--- src/rtl/can_pkg.sv ---
// rtl/can_pkg.sv - shared types for the CAN receive message buffer
// Contents: rx_msg_t (stored frame), rd_state_e (host read sequencer), DLC field bounds.
package can_pkg;

    typedef struct packed {
        logic [31:0] id;
        logic [31:0] dlc;
        logic [31:0] dw1;
        logic [31:0] dw2;
    } rx_msg_t;

    typedef enum logic [1:0] {
        RD_ID  = 2'd0,
        RD_DLC = 2'd1,
        RD_DW1 = 2'd2,
        RD_DW2 = 2'd3
    } rd_state_e;

    localparam int DLC_MSB = 31;
    localparam int DLC_LSB = 28;

endpackage

--- src/rtl/can_rx_fifo_mem.sv ---
// rtl/can_rx_fifo_mem.sv - DEPTH x 128-bit message storage, one write port, combinational read
// Ports: i_clk; i_wr_en/i_wr_addr/i_wr_data write port; i_rd_addr -> o_rd_data read port.
// Storage is deliberately not reset.
module can_rx_fifo_mem
    import can_pkg::*;
#(
    parameter int DEPTH = 16,
    parameter int AW    = 4
) (
    input  logic          i_clk,
    input  logic          i_wr_en,
    input  logic [AW-1:0] i_wr_addr,
    input  rx_msg_t       i_wr_data,
    input  logic [AW-1:0] i_rd_addr,
    output rx_msg_t       o_rd_data
);

    rx_msg_t mem_q [DEPTH];

    always_ff @(posedge i_clk) begin
        if (i_wr_en) begin
            mem_q[i_wr_addr] <= i_wr_data;
        end
    end

    assign o_rd_data = mem_q[i_rd_addr];

endmodule

--- src/rtl/can_rx_fifo.sv ---
// rtl/can_rx_fifo.sv - CAN receive message FIFO with host word-read sequencer
// Optional feature macro: CAN_RX_FIFO_WATERMARK_EN (adds WMARK parameter and o_rx_wmark).
// Ports:
//   i_sys_clk, i_reset_n (async active-low), i_fifo_flush (sync clear)
//   i_rx_valid, i_afr_pass, i_rx_id, i_rx_dlc, i_rx_dw1, i_rx_dw2 : frame capture
//   i_rd_req -> o_rd_data, o_rd_valid                           : host word reads
//   o_rx_empty, o_rx_full, o_rx_cnt, o_rx_ok, o_rx_ovr, i_ovr_clr : status
module can_rx_fifo
    import can_pkg::*;
#(
    parameter int DEPTH = 16,
    parameter int AW    = 4
`ifdef CAN_RX_FIFO_WATERMARK_EN
    ,
    parameter int WMARK = 8
`endif
) (
    input  logic        i_sys_clk,
    input  logic        i_reset_n,
    input  logic        i_fifo_flush,
    input  logic        i_rx_valid,
    input  logic        i_afr_pass,
    input  logic [31:0] i_rx_id,
    input  logic [31:0] i_rx_dlc,
    input  logic [31:0] i_rx_dw1,
    input  logic [31:0] i_rx_dw2,
    input  logic        i_rd_req,
    output logic [31:0] o_rd_data,
    output logic        o_rd_valid,
    output logic        o_rx_empty,
    output logic        o_rx_full,
    output logic [AW:0] o_rx_cnt,
    output logic        o_rx_ok,
    output logic        o_rx_ovr,
`ifdef CAN_RX_FIFO_WATERMARK_EN
    output logic        o_rx_wmark,
`endif
    input  logic        i_ovr_clr
);

    localparam logic [AW:0]   DEPTH_C = (AW+1)'(DEPTH);
    localparam logic [AW-1:0] PTR_ONE = AW'(1);
    localparam logic [AW:0]   CNT_ONE = (AW+1)'(1);

    logic [AW-1:0] wr_ptr_q, wr_ptr_d;
    logic [AW-1:0] rd_ptr_q, rd_ptr_d;
    logic [AW:0]   count_q, count_d;
    rd_state_e     state_q, state_d;
    logic [31:0]   rd_data_q, rd_data_d;
    logic          rd_valid_q, rd_valid_d;
    logic          empty_q, empty_d;
    logic          full_q, full_d;
    logic          rx_ok_q, rx_ok_d;
    logic          ovr_q, ovr_d;
`ifdef CAN_RX_FIFO_WATERMARK_EN
    localparam logic [AW:0] WMARK_C = (AW+1)'(WMARK);
    logic          wmark_q, wmark_d;
`endif

    logic          wr_req;
    logic          push;
    logic          pop;
    logic          overflow;
    rx_msg_t       wr_msg;
    rx_msg_t       rd_msg;
    logic          unused_dlc_low;

    assign wr_msg = '{id: i_rx_id, dlc: i_rx_dlc, dw1: i_rx_dw1, dw2: i_rx_dw2};

    // Only the DLC nibble is ever presented to the host.
    assign unused_dlc_low = ^rd_msg.dlc[DLC_LSB-1:0];

    can_rx_fifo_mem #(
        .DEPTH (DEPTH),
        .AW    (AW)
    ) u_mem (
        .i_clk     (i_sys_clk),
        .i_wr_en   (push),
        .i_wr_addr (wr_ptr_q),
        .i_wr_data (wr_msg),
        .i_rd_addr (rd_ptr_q),
        .o_rd_data (rd_msg)
    );

    always_comb begin
        wr_ptr_d   = wr_ptr_q;
        rd_ptr_d   = rd_ptr_q;
        count_d    = count_q;
        state_d    = state_q;
        rd_data_d  = rd_data_q;
        rd_valid_d = 1'b0;
        rx_ok_d    = 1'b0;
        ovr_d      = ovr_q;
        pop        = 1'b0;
        push       = 1'b0;
        overflow   = 1'b0;
        wr_req     = i_rx_valid & i_afr_pass;

        // Host read sequencer: one word per request; an empty FIFO answers 0
        // without moving the sequencer.
        if (i_rd_req) begin
            rd_valid_d = 1'b1;
            if (empty_q) begin
                rd_data_d = '0;
            end else begin
                unique case (state_q)
                    RD_ID: begin
                        rd_data_d = rd_msg.id;
                        state_d   = RD_DLC;
                    end
                    RD_DLC: begin
                        rd_data_d = {rd_msg.dlc[DLC_MSB:DLC_LSB], {DLC_LSB{1'b0}}};
                        state_d   = RD_DW1;
                    end
                    RD_DW1: begin
                        rd_data_d = rd_msg.dw1;
                        state_d   = RD_DW2;
                    end
                    RD_DW2: begin
                        rd_data_d = rd_msg.dw2;
                        state_d   = RD_ID;
                        pop       = 1'b1;
                    end
                    default: state_d = RD_ID;
                endcase
            end
        end

        // A pop in the same cycle frees the slot, so a full FIFO still accepts.
        // When full, wr_ptr equals rd_ptr: the popped entry is read combinationally
        // before the new frame lands on the clock edge.
        push     = wr_req & (~full_q | pop);
        overflow = wr_req & full_q & ~pop;

        if (push) wr_ptr_d = wr_ptr_q + PTR_ONE;
        if (pop)  rd_ptr_d = rd_ptr_q + PTR_ONE;

        unique case ({push, pop})
            2'b10:   count_d = count_q + CNT_ONE;
            2'b01:   count_d = count_q - CNT_ONE;
            default: count_d = count_q;
        endcase

        rx_ok_d = push;

        // A fresh overflow wins over a same-cycle clear.
        if (i_ovr_clr) ovr_d = 1'b0;
        if (overflow)  ovr_d = 1'b1;

        if (i_fifo_flush) begin
            wr_ptr_d   = '0;
            rd_ptr_d   = '0;
            count_d    = '0;
            state_d    = RD_ID;
            rd_data_d  = '0;
            rd_valid_d = 1'b0;
            rx_ok_d    = 1'b0;
            ovr_d      = 1'b0;
            push       = 1'b0;
            pop        = 1'b0;
        end

        empty_d = (count_d == '0);
        full_d  = (count_d == DEPTH_C);
    end

`ifdef CAN_RX_FIFO_WATERMARK_EN
    always_comb begin
        wmark_d = (count_d >= WMARK_C);
        if (i_fifo_flush) wmark_d = 1'b0;
    end

    always_ff @(posedge i_sys_clk or negedge i_reset_n) begin
        if (!i_reset_n) wmark_q <= 1'b0;
        else            wmark_q <= wmark_d;
    end

    assign o_rx_wmark = wmark_q;
`endif

    always_ff @(posedge i_sys_clk or negedge i_reset_n) begin
        if (!i_reset_n) begin
            wr_ptr_q   <= '0;
            rd_ptr_q   <= '0;
            count_q    <= '0;
            state_q    <= RD_ID;
            rd_data_q  <= '0;
            rd_valid_q <= 1'b0;
            empty_q    <= 1'b1;
            full_q     <= 1'b0;
            rx_ok_q    <= 1'b0;
            ovr_q      <= 1'b0;
        end else begin
            wr_ptr_q   <= wr_ptr_d;
            rd_ptr_q   <= rd_ptr_d;
            count_q    <= count_d;
            state_q    <= state_d;
            rd_data_q  <= rd_data_d;
            rd_valid_q <= rd_valid_d;
            empty_q    <= empty_d;
            full_q     <= full_d;
            rx_ok_q    <= rx_ok_d;
            ovr_q      <= ovr_d;
        end
    end

    assign o_rd_data  = rd_data_q;
    assign o_rd_valid = rd_valid_q;
    assign o_rx_empty = empty_q;
    assign o_rx_full  = full_q;
    assign o_rx_cnt   = count_q;
    assign o_rx_ok    = rx_ok_q;
    assign o_rx_ovr   = ovr_q;

endmodule

--- config.mk ---
export PLATFORM = sky130hd
export DESIGN_NAME = can_rx_fifo
export DESIGN_NICKNAME = d
export VERILOG_FILES = /design/src/rtl/can_pkg.sv /design/src/rtl/can_rx_fifo_mem.sv /design/src/rtl/can_rx_fifo.sv
export SDC_FILE = /design/constraint.sdc
export NUM_CORES = 1
export LEC_CHECK = 0
export CAP_MARGIN = 15
export CORE_ASPECT_RATIO = 0.9
export CORE_MARGIN = 2
export CORE_UTILIZATION = 39
export DETAILED_ROUTE_END_ITERATION = 8
export PLACE_DENSITY = 0.57
export SETUP_SLACK_MARGIN = 0.1
export SYNTH_ARGS = -nofsm -noshare
export SYNTH_HDL_FRONTEND = slang
export SYNTH_SLANG_ARGS = --single-unit
--- constraint.sdc ---
create_clock -name i_sys_clk -period 14.6 [get_ports i_sys_clk]
set_input_delay 1.46 -clock i_sys_clk [delete_from_list [all_inputs] [get_ports i_sys_clk]]
set_output_delay 1.46 -clock i_sys_clk [all_outputs]
set_load 0.01 [all_outputs]
; Yosys cells after proc, flatten, opt, wreduce, memory -nomap -nowiden
; Memory sizes are Yosys's and may differ from the RTL's.
; Index checks and enable logic that the tools add are counted.
[word_totals]
reg_bits = 52
ram_bits = 2048
inputBits = 135
output_inout_bits = 42
elab_cells = 61
memories = 1
[op_classes]
add_sub_neg = 4
n_eq_ne = 7
n_mux = 25
n_bitwise = 7
reduce_logical = 7
[memory_table]
columns = name, words, width, read_ports, rd_ports_with_merged_regs, write_ports, line
row1 = u_mem.mem_q, 16, 128, 1, 0, 1, can_rx_fifo_mem.sv:18  ; rx_msg_t mem_q [DEPTH];
[op_table]
columns = cell, n
row1 = 32-bit one-hot mux with 4 select lines, 1
row2 = 32-bit 2-to-1 mux, 3
row3 = 4-bit 2-to-1 mux, 4
row4 = 1-bit 2-to-1 mux, 11
row5 = 5-bit one-hot mux with 2 select lines, 1
row6 = 4-bit by 1-bit adder with 4-bit output (second input constant), 2
row7 = 2-bit one-hot mux with 4 select lines, 1
row8 = 2-bit equality test (second input constant), 3
row9 = 2-bit 2-to-1 mux, 3
row10 = 2-bit nonzero test, 3
row11 = 5-bit by 1-bit adder with 5-bit output (second input constant), 1
row12 = 5-bit equality test (second input constant), 1
row13 = 5-bit zero test, 1
row14 = 5-bit 2-to-1 mux, 1
row15 = 5-bit by 1-bit subtractor with 5-bit output (second input constant), 1
row16 = 1-bit AND, 4
row17 = 2-bit by 1-bit equality test with 1-bit output (second input constant), 2
row18 = 3-bit nonzero test, 1
row19 = 2-bit zero test, 1
row20 = 2-bit != test (second input constant), 1
row21 = 1-bit inverter, 2
row22 = 2-bit AND reduction, 1
row23 = 1-bit bitwise OR, 1

; Depth between registers and ports, before layout
[logic_depth]
depth_word = 10
ltp_mapped = 13
depth_no_buf = 13

; Cells and area by module
; Synthesis repeated with hierarchy kept, for this count alone.
[hier_totals]
hier_cells = 3519
area_unflattened_um2 = 79668.9
[by_module_without_submodules]
columns = mod, instances, cells_per_inst, area_each_um2, seq_area_each_um2
row1 = can_rx_fifo_mem, 1, 3229, 76882.5, 61499.0
row2 = can_rx_fifo, 1, 290, 2786.4, 1302.5

; Worst setup path before layout
; No wires, ideal clock.
[synth_path]
kind = input -> register
start = in i_rd_req
end = mem u_mem.mem_q[1][0] (netlist bit) (enable)
setup_ns = 0.682
arrival_time_ns = 9.329
required_time_ns = 13.918
setup_slack_ns = 4.590
stages = 7
path_buffers = 0
path_cell_list = and2b_1 nand2_1 a21oi_1 inv_1 nor2_1 nand2_1 nor3_1
[synth_between]
elab_chain_cells = 6
[synth_lines]
columns = item, line
row1 = "start, declared", can_rx_fifo.sv:27  ; input logic i_rd_req,
row2 = 1-bit 2-to-1 mux, can_rx_fifo.sv:101  ; if (i_rd_req) begin
row3 = 1-bit bitwise OR, can_rx_fifo.sv:132  ; push = wr_req & (~full_q | pop);
row4 = 1-bit AND, can_rx_fifo.sv:132
row5 = 1-bit 2-to-1 mux, can_rx_fifo.sv:150  ; if (i_fifo_flush) begin
row6 = named net push, can_rx_fifo.sv:61  ; logic push;
row7 = 1-bit 2-to-1 mux, can_rx_fifo_mem.sv:21  ; if (i_wr_en) begin
row8 = 1-bit 2-to-1 mux (implied by the code), can_rx_fifo_mem.sv:22  ; mem_q[i_wr_addr] <= i_wr_data;
row9 = "end, declared", can_rx_fifo_mem.sv:18
; The timed path passes the listed nets, and every way through them passes these cells.

; Worst setup path in the final report
[layout_path]
start = in i_rd_req
end = mem u_mem.mem_q[15][29] (netlist bit) (enable)
; Same word-level chain as after synthesis.

==> parameters.txt <==
Parameter                              Value

Clock network
  Post-cts sizing count    0
  Clock root cell    sky130_fd_sc_hd__clkbuf_16
  Clock net sink count    1652
  CTS tree    yes
  Number of buffers added by the clock tree synthesis step    170
  Setup fix buffers added after clock tree synthesis    0
  H-Tree Depth    4
  CTS Buffer Depth    3
  Clock slew at the register clock pins of the worst setup and hold paths    60 ps
  Count of hold buffers inserted by post-cts repair    0
  Clock latency on the worst-skew pair    800 ps

Floorplanning
  Initial core utilization    between 30% and 40%
  Core ar.    163900 um2
  Die outline area    167900 um2
  Horizontal die dimension    431.7 um
  Site Rows    around 140
  Vertical die dimension    between 300 and 400 um
  I/O pins    177

GRT
  Final global-route overflow total    0
  Total track usage    20.00%
  Maximum number of pins on one net before global-route repair    129
  Global-route wire length before repair    about 240 mm
  Number of antenna violations at the first check in global routing    32
  Vias in the first global route    33070

Synthesis
  Synthesized area per cell    about 19 um2
  #FFs+latches synth    approximately 1700
  Post-synth ARST share    3.148%
  Syn Nets    roughly 3600
  Number of warnings issued by yosys    0
  Commonest cells in the synthesized netlist    sky130_fd_sc_hd__edfxtp_1 (1600), sky130_fd_sc_hd__mux2i_1 (501), sky130_fd_sc_hd__a22oi_1 (200)
  Most frequently used cell type in the post-synthesis netlist    sky130_fd_sc_hd__edfxtp_1
  Cell area after synthesis    64210 um2
  Area share of and/or/nand/nor cells after synthesis    2.779%
  Count of different cell masters after synthesis    52
  Share of the synthesized netlist area taken by xor and xnor gates    0.1364%
  Proportion of netlist area held by the largest area contributor    74.82%
  Number of cells produced by synthesis    3409
  Area share of fa/ha/maj cells after synthesis    0.2338%
  Dominant synthesized flop cell    sky130_fd_sc_hd__edfxtp_1
  Cell accounting for the most synthesized area    sky130_fd_sc_hd__edfxtp_1
  Synth Area in Compound Gates    approximately 5.3%
  Portion of netlist area occupied by mux cells    13.02%
  Count of flip-flops with a built-in enable after synthesis    1600
  Largest cells by area after synthesis    sky130_fd_sc_hd__edfxtp_1 (75%), sky130_fd_sc_hd__mux2i_1 (7.8%), sky130_fd_sc_hd__mux4_2 (4.6%), sky130_fd_sc_hd__a22oi_1 (2.3%), sky130_fd_sc_hd__dfrtp_1 (2.0%)
  Main combinational cell family by area after synthesis    multiplexers
  Sequential share of the synthesized area    76.85%

Timing
  Achievable clock frequency    approximately 0.16 GHz
  Count of final hold-check violations    0
  Final setup vio count    0
  Fin Clk Skew    32.72 ps
  Crit path setup slack, layout    8331 ps
  Portion of the clock cycle consumed by the worst path in the final layout    a little over two fifths
  Setup repair after global routing missed its margin    false
  Worst slew margin relative to its limit    14.17%
  Pins over their slew limit    0
  Setup tns final    0 ps
  Shortest clock period the worst path allows after layout    roughly 6300 ps
  Transition time at the pin with the least slew margin    around 1300 ps

Worst setup path
  FF-to-FF path depth    9
  Cell with the largest stage delay on the worst path    sky130_fd_sc_hd__nor2_4
  Bufs and invs on worst path    4
  Crit-path max FO    46
  FF-to-FF End    u_mem.mem_q[15][29]
  Critical path's top delay family    buffers and inverters
  Crit-path cells    clkdlybuf4s50_1, and2b_1, nand2_1, a21oi_1, inv_1, nor2_1, nand2_1, nor2_4, buf_4, buf_4
  Stages on worst setup path    10
  Flop2flop setup slack    9160 ps
  Start of the worst register-to-register path    o_rx_empty
  CP Class    input port to flip-flop
  Data required time at the worst endpoint    14990 ps
  Delay of the slowest critical-path stage    approximately 960 ps
  Critical path startpoint category    input port
  Capturing element type of the critical path    flip-flop
  Setup crit start    i_rd_req
  Setup crit end    u_mem.mem_q[15][29]
  Worst EP arrival    about 6700 ps

Placed design
  Routability cong.    0.7398
  Number of cells in the design after placement    between 5000 and 6000
  Buffers added on ports    148
  Place WS    7529 ps
  Detailed placement HPWL    slightly below 90 mm

Layout
  Final core area utilization    45.03%
  Fraction of final layout cells sized beyond drive strength 1    14.26%
  Post-route insts no fill    5899
  Final #Nets    3765
  Count of filler cells inserted in the layout    ~14000
  Syn-to-layout area delta    14.94%

Routing
  Antenna Nets Post-Route    0
  Routed wire length per instance    just under 30 um
  Routed wire length    170.7 mm
  Number of DRC violations after detailed-routing iteration 0    3452
  Final routed DRC violation total    0
  Vias per Instance    5.612
  TritonRoute pass-1 iters    5
  Total number of vias    ~33000

Hold path
  Class of the most critical hold timing path    flip-flop to flip-flop
  Hold Crit Depth    2

Power
  Leak pwr    21.96 nW
  Worst IR drop on VDD    0.00008404 V
  Pwr Density    132.1 nW/um2

Run
  Count of max-cap constraint violations    0

Run status
  Outcome    completed
cells in the final DEF (no fill, tap or decap), types with 9 or more instances in the layout:
| cell type | netlist | routed |
|---|---|---|
| sky130_fd_sc_hd__edfxtp_1 | 1600 | 1600 |
| sky130_fd_sc_hd__mux2i_1 | 501 | 501 |
| sky130_fd_sc_hd__a22oi_1 | 200 | 200 |
| sky130_fd_sc_hd__clkbuf_16 | 0 | 177 |
| sky130_fd_sc_hd__clkdlybuf4s50_1 | 0 | 147 |
| sky130_fd_sc_hd__mux4_2 | 131 | 131 |
| sky130_fd_sc_hd__nand2_1 | 117 | 117 |
| sky130_fd_sc_hd__a21oi_1 | 99 | 99 |
| sky130_fd_sc_hd__nand3_1 | 87 | 87 |
| sky130_fd_sc_hd__buf_4 | 47 | 81 |
| sky130_fd_sc_hd__nor2_1 | 62 | 48 |
| sky130_fd_sc_hd__dfrtp_1 | 51 | 48 |
| sky130_fd_sc_hd__a31oi_1 | 36 | 36 |
| sky130_fd_sc_hd__mux2_2 | 34 | 34 |
| sky130_fd_sc_hd__clkbuf_1 | 72 | 33 |
| sky130_fd_sc_hd__a22o_1 | 32 | 32 |
| sky130_fd_sc_hd__o21ai_0 | 30 | 30 |
| sky130_fd_sc_hd__clkinv_2 | 0 | 28 |
| sky130_fd_sc_hd__clkinv_1 | 0 | 27 |
| sky130_fd_sc_hd__nor2b_1 | 27 | 23 |
| sky130_fd_sc_hd__nand4_1 | 23 | 23 |
| sky130_fd_sc_hd__a211oi_1 | 16 | 16 |
| sky130_fd_sc_hd__o211ai_1 | 16 | 16 |
| sky130_fd_sc_hd__and2_1 | 18 | 15 |
| sky130_fd_sc_hd__o22a_1 | 15 | 15 |
| sky130_fd_sc_hd__clkbuf_8 | 0 | 15 |
| sky130_fd_sc_hd__bufinv_16 | 0 | 15 |
| sky130_fd_sc_hd__nor2_4 | 0 | 14 |
| sky130_fd_sc_hd__o31ai_1 | 12 | 12 |
| sky130_fd_sc_hd__a41oi_1 | 12 | 12 |
| sky130_fd_sc_hd__o22ai_1 | 11 | 11 |
| sky130_fd_sc_hd__ha_1 | 12 | 11 |
| sky130_fd_sc_hd__nor3_1 | 13 | 9 |
worst register-to-register path: cells and delay by family, from the launching register on:
kind,cells,cell delay (ps)
AND/OR/NAND/NOR,5,2140
buffers and inverters,3,1810
AO/OA/AOI/OAI,1,630
flip-flops,1,400
kinds of logic (layout without fill, tap and decap cells):
group | count (synthesis) | after routing
muxes | 667 | 667
adders and majority gates | 12 | 12
buffers and inverters | 205 | 547
and+or+nand+nor | 372 | 372
AOI/OAI and AO/OA | 491 | 491
xor gates and xnor gates | 10 | 10
DFF | 1652 | 1652
other | 0 | 3
registers in the layout, indices dropped and copies added (netlist names):
signal / cells
u_mem.mem_q: 1600
o_rx_ovr: 1
o_rx_empty: 1
o_rx_ok: 1
rd_ptr_q: 4
wr_ptr_q: 4
o_rx_cnt: 5
state_q: 2
o_rd_valid: 1
o_rx_full: 1
o_rd_data: 32
metal layers:
metal	track usage, %	share of wire, %	vias up
li1	-	-	14260
met3	3.567	5.4	257
met5	0	0.095	-
met2	33.26	49	968
met4	4.838	2.1	24
met1	27.32	43	17600
power by group:
group / switching (mW) / leakage (nW) / total [mW] / internal [mW]
Clock: 1.78 / 2.74 / 4.33 / 2.55
Sequential: 0.00969 / 15.1 / 5.23 / 5.22
Combinational: 0.131 / 4.11 / 0.187 / 0.0563
Total: 1.92 / 22.0 / 9.75 / 7.82
per-stage QoR:
| stage | total power, mW | hold WS (ps) | instance area, um2 |
|---|---|---|---|
| after floorplan | 5.374 | 507.0 | 64210 |
| after global placement | 5.510 | 514.6 | 68240 |
| after global routing | 10.02 | 537.8 | 73800 |
| final | 9.749 | 511.5 | 73810 |
| after CTS | 9.822 | 521.6 | 73800 |
| after detailed placement | 5.516 | 509.6 | 68240 |
cell type report:
type	count	area, um2	area share (%)
Sequential cell	1652	49360	66.87
Multi-Input combinational cell	1552	13980	18.94
Clock buffer	225	4760	6.449
Tap cell	2145	2684	3.636
Timing Repair Buffer	233	2180	2.953
Clock inverter	80	804.5	1.090
Inverter	9	33.78	0.04577
Antenna cell	3	7.507	0.01017
worst min-delay path by stage:
stage	slack, ps	end	startpoint
detailed placement	510	o_rd_data[31]	o_rd_data[31]
finish	510	o_rd_data[31]	o_rd_data[31]
global route	540	o_rd_data[31]	o_rd_data[31]
global placement	510	o_rd_data[29]	o_rd_data[29]
floorplan	510	o_rd_data[29]	o_rd_data[29]
CTS	520	o_rd_data[31]	o_rd_data[31]
(Power assumes the default switching activity.)
